`src/rtl/router_dest_sync.sv`:
```
// Destination latch, one-hot write steering and per-port read-timeout watchdog for the 1x3 router.
// Define ROUTER_TIMEOUT_EN to build the watchdog; otherwise soft_reset is tied low.
module router_dest_sync #(
  parameter int TIMEOUT = 30,
  parameter int CNT_W   = 5
) (
  input  logic       clk1,
  input  logic       reset,
  input  logic       detect_add,
  input  logic [1:0] data_in_addr,
  input  logic       write_enb_reg,
  input  logic [2:0] read_enb,
  input  logic [2:0] empty,
  input  logic [2:0] full,
  output logic [2:0] write_enb,
  output logic       fifo_full,
  output logic [2:0] vld_out,
  output logic [2:0] soft_reset,
  output logic       addr_err
);

  logic [1:0] r_dest;
  logic       r_dest_valid;
  logic       r_addr_err;
  logic [2:0] w_write_enb;
  logic       w_fifo_full;

  // The address only changes on detect_add, so a same-cycle write still uses the old dest.
  always_ff @(posedge clk1 or negedge reset) begin
    if (!reset) begin
      r_dest       <= 2'b00;
      r_dest_valid <= 1'b0;
      r_addr_err   <= 1'b0;
    end else if (detect_add) begin
      r_dest       <= data_in_addr;
      r_dest_valid <= (data_in_addr != 2'b11);
      r_addr_err   <= (data_in_addr == 2'b11);
    end else begin
      r_dest       <= r_dest;
      r_dest_valid <= r_dest_valid;
      r_addr_err   <= r_addr_err;
    end
  end

  always_comb begin
    w_write_enb = 3'b000;
    w_fifo_full = 1'b0;
    if (r_dest_valid) begin
      case (r_dest)
        2'b00: begin
          w_write_enb = {2'b00, write_enb_reg};
          w_fifo_full = full[0];
        end
        2'b01: begin
          w_write_enb = {1'b0, write_enb_reg, 1'b0};
          w_fifo_full = full[1];
        end
        2'b10: begin
          w_write_enb = {write_enb_reg, 2'b00};
          w_fifo_full = full[2];
        end
        default: begin
          w_write_enb = 3'b000;
          w_fifo_full = 1'b0;
        end
      endcase
    end else begin
      w_write_enb = 3'b000;
      w_fifo_full = 1'b0;
    end
  end

  assign write_enb = w_write_enb;
  assign fifo_full = w_fifo_full;
  assign vld_out   = ~empty;
  assign addr_err  = r_addr_err;

`ifdef ROUTER_TIMEOUT_EN
  localparam logic [CNT_W-1:0] LP_CNT_MAX = CNT_W'(TIMEOUT - 1);
  localparam logic [CNT_W-1:0] LP_CNT_ONE = CNT_W'(1);

  logic [2:0] r_soft_reset;

  for (genvar g = 0; g < 3; g++) begin : g_wdog
    logic [CNT_W-1:0] r_cnt;

    // Clearing at TIMEOUT-1 both fires the pulse and keeps the counter from wrapping.
    always_ff @(posedge clk1 or negedge reset) begin
      if (!reset) begin
        r_cnt           <= '0;
        r_soft_reset[g] <= 1'b0;
      end else if (!vld_out[g] || read_enb[g]) begin
        r_cnt           <= '0;
        r_soft_reset[g] <= 1'b0;
      end else if (r_cnt == LP_CNT_MAX) begin
        r_cnt           <= '0;
        r_soft_reset[g] <= 1'b1;
      end else begin
        r_cnt           <= r_cnt + LP_CNT_ONE;
        r_soft_reset[g] <= 1'b0;
      end
    end
  end

  assign soft_reset = r_soft_reset;
`else
  logic [2:0] w_unused_cfg;
  assign w_unused_cfg = read_enb ^ 3'(TIMEOUT) ^ 3'(CNT_W);
  assign soft_reset   = 3'b000;
`endif

endmodule

```
`config.mk`:
```
export PLATFORM = sky130hd
export DESIGN_NAME = router_dest_sync
export DESIGN_NICKNAME = d
export VERILOG_FILES = /design/src/rtl/router_dest_sync.sv
export SDC_FILE = /design/constraint.sdc
export NUM_CORES = 1
export LEC_CHECK = 0
export BUFFER_PORTS_ARGS = -buffer_cell sky130_fd_sc_hd__buf_2
export CORE_AREA = 2 2 39 41
export DETAILED_ROUTE_END_ITERATION = 12
export DIE_AREA = 0 0 41 43
export GPL_TIMING_DRIVEN = 0
export PLACE_DENSITY = 0.59
export SYNTH_ARGS = -nofsm -noshare
export SYNTH_HDL_FRONTEND = slang
export SYNTH_SLANG_ARGS = --single-unit
```
`constraint.sdc`:
```
create_clock -name clk1 -period 1.1 [get_ports clk1]
set_clock_uncertainty 0.05 [all_clocks]
set_input_delay 0.055 -clock clk1 [delete_from_list [all_inputs] [get_ports clk1]]
set_output_delay 0.055 -clock clk1 [all_outputs]
set_load 0.02 [all_outputs]
```
==> impl_metrics.tcl <==
set metrics [dict create \
    status "finished, violations left" \
    violations "negative setup slack" \
    clkLatencyLatePin_ps 230 \
    timing.rr.start "r_dest[0]" \
    synth.area.mux_share 0.139 \
    synth_seq_cells 4 \
    viasPerCell 3.82 \
    die_y_um 43 \
    cp-start-kind "flop" \
    ys_types 15 \
    drt_wl_total_um 528 \
    setup_slack_ps -168 \
    rsz0062_at_grt "yes" \
    hold_class "in -> reg" \
    reg2reg_slack_ps 200 \
    grt_usage 0.0716 \
    min_to "r_dest[0]" \
    io_pins 26 \
    drv_cap 0 \
    diodes 0 \
    overflow 0 \
    worstRegToRegCells 1 \
    fmax_mhz 789 \
    clock-sinks 4 \
    synthTopCellsByArea "dfrtp_1, buf_4, mux2_1" \
    synth.avg_cell_area_um2 9.36 \
    grt_pass1_wl_um 786 \
    synth_area_leader_cell "dfrtp_1" \
    dieArea_um2 1760 \
    synthXorXnorAreaFrac 0 \
    hold_depth 2 \
    grt_pass1_vias 226 \
    synth_edf_count 0 \
    nets 68 \
    ys_seq_area_frac 0.428 \
    io_buffers 19 \
    fin_crit_sh 1.15 \
    required_ps 1000 \
    layout-drive-gt1-share 0.510 \
    syn2layout_area_growth_pct 73.3 \
    leakagePower_nw 0.227 \
    synth_compound_area_frac 0.0749 \
    yosysWarnings 0 \
    rows 14 \
    cts_buffers 3 \
    cp.arrival_ps 1160 \
    place_ws_ps 1.90 \
    cp_max_fo 4 \
    fin_crit_ps 1270 \
    root_buffer "clkbuf_4" \
    synth_top_family_by_area "simple AND/OR/NAND/NOR gates" \
    finalSetupViolCount 4 \
    async_flop_share 1.00 \
    min_from "data_in_addr[0]" \
    vias 256 \
    clk_pin_slew_worst_paths_ps 40 \
    cts_tree "yes" \
    hpwl_um 426 \
    power.density_nw_per_um2 1220 \
    synth_flop_cell "dfrtp_1" \
    drc 0 \
    finalSetupTns_ps -587 \
    drt_iter0_drc 0 \
    ir_drop_v 0.000581 \
    synth_common_cells "dfrtp_1, inv_1, buf_4" \
    h-tree-depth 1 \
    postSynthCellCount 25 \
    start_util 0.169 \
    grt_max_degree 7 \
    antenna_left 0 \
    routabilityCongestion 0.641 \
    antenna_found_initial 0 \
    synth_top_area_frac 0.428 \
    first_pass_iters 1 \
    synthSimpleGateAreaFrac 0.182 \
    synth_adder_area_share 0 \
    end_kind "primary output" \
    dieWidth_um 41 \
    rr_endpoint "r_dest[0]" \
    crit_type "reg -> out" \
    wl_per_cell_um 7.88 \
    hold_slack_ps 12.0 \
    drv_slew 0 \
    cts_buffer_depth 2 \
    hold_viol 0 \
    core-area_um2 1380 \
    fill_cells 152 \
    syn-cell-area_um2 234 \
]
## registers in the layout (all words and copies together) (netlist names)
| register | flops |
|---|---|
| r_dest | 2 |
| addr_err | 1 |
| r_dest_valid | 1 |
## per-layer routing
layer,global-route usage,vias up,part of all wire
met3,0.0157,2,0.13
li1,-,128,-
met4,0.0800,0,0.027
met1,0.0686,108,0.38
met2,0.109,18,0.45
met5,0,-,0
## logic make-up (layout without fill, tap and decap cells)
family,after synthesis,count (layout)
muxes,3,3
buffers and inverters,7,31
DFF,4,4
AOI/OAI and AO/OA,3,3
other,1,3
and+or+nand+nor,7,7
## where the power goes
group / switching (mW) / internal (mW)
sequential: 0.0138 / 0.161
combinational: 0.0685 / 0.0689
clock: 0.0614 / 0.122
total: 0.144 / 0.352
## what timing repair did
item / in CTS / in global routing
setup buffers: 1 / 0
hold buffers: 1 / 0
pin swaps: 1 / 0
endpoints found under the setup margin: 4 / 4
gates resized for setup: 2 / 1
endpoints found under the hold margin: 4 / 0
## through the flow
step,utilization,power (mW),cell area [um2],instances
global route,0.293,0.530,405,67
CTS,0.291,0.509,403,67
finish,0.293,0.496,405,67
global placement,0.258,0.297,357,62
floorplan,-,0.250,241,27
detailed placement,0.258,0.300,357,62
## worst max-delay path: stages, from the launching register on
cell and delay, ps:
dfrtp_1 390, mux2i_1 200, o21ai_1 60, and2_1 140, buf_6 130
## worst max path at each step
stage | cells past startpoint | slack (ps) | startpoint | endpoint
6_report | 4 | -170 | r_dest[1] | fifo_full
3_5_place_dp | 4 | 2 | r_dest[1] | fifo_full
5_1_grt | 4 | -260 | r_dest[1] | fifo_full
2_1_floorplan | 2 | 40 | r_dest_valid | write_enb[2]
3_3_place_gp | 4 | 0.1 | r_dest[1] | fifo_full
4_1_cts | 4 | -180 | r_dest[1] | fifo_full
## cell usage in the layout (no fill, tap or decap), types with 2 or more instances in the layout
cell,instances
buf_2,17
buf_4,5
clkbuf_4,3
conb_1,3
dfrtp_1,4
inv_1,4
mux2_1,2
nor3b_1,2
## area by class of cell
type,count,area [um2],share of cell area
Timing Repair Buffer,21,121,0.299
Buffer,3,22.5,0.0556
Inverter,4,15.0,0.0370
Clock buffer,3,22.5,0.0556
Tap cell,16,20.0,0.0494
Sequential cell,4,100,0.247
Multi-Input combinational cell,16,104,0.256
Power figures use the tool's default switching activity.
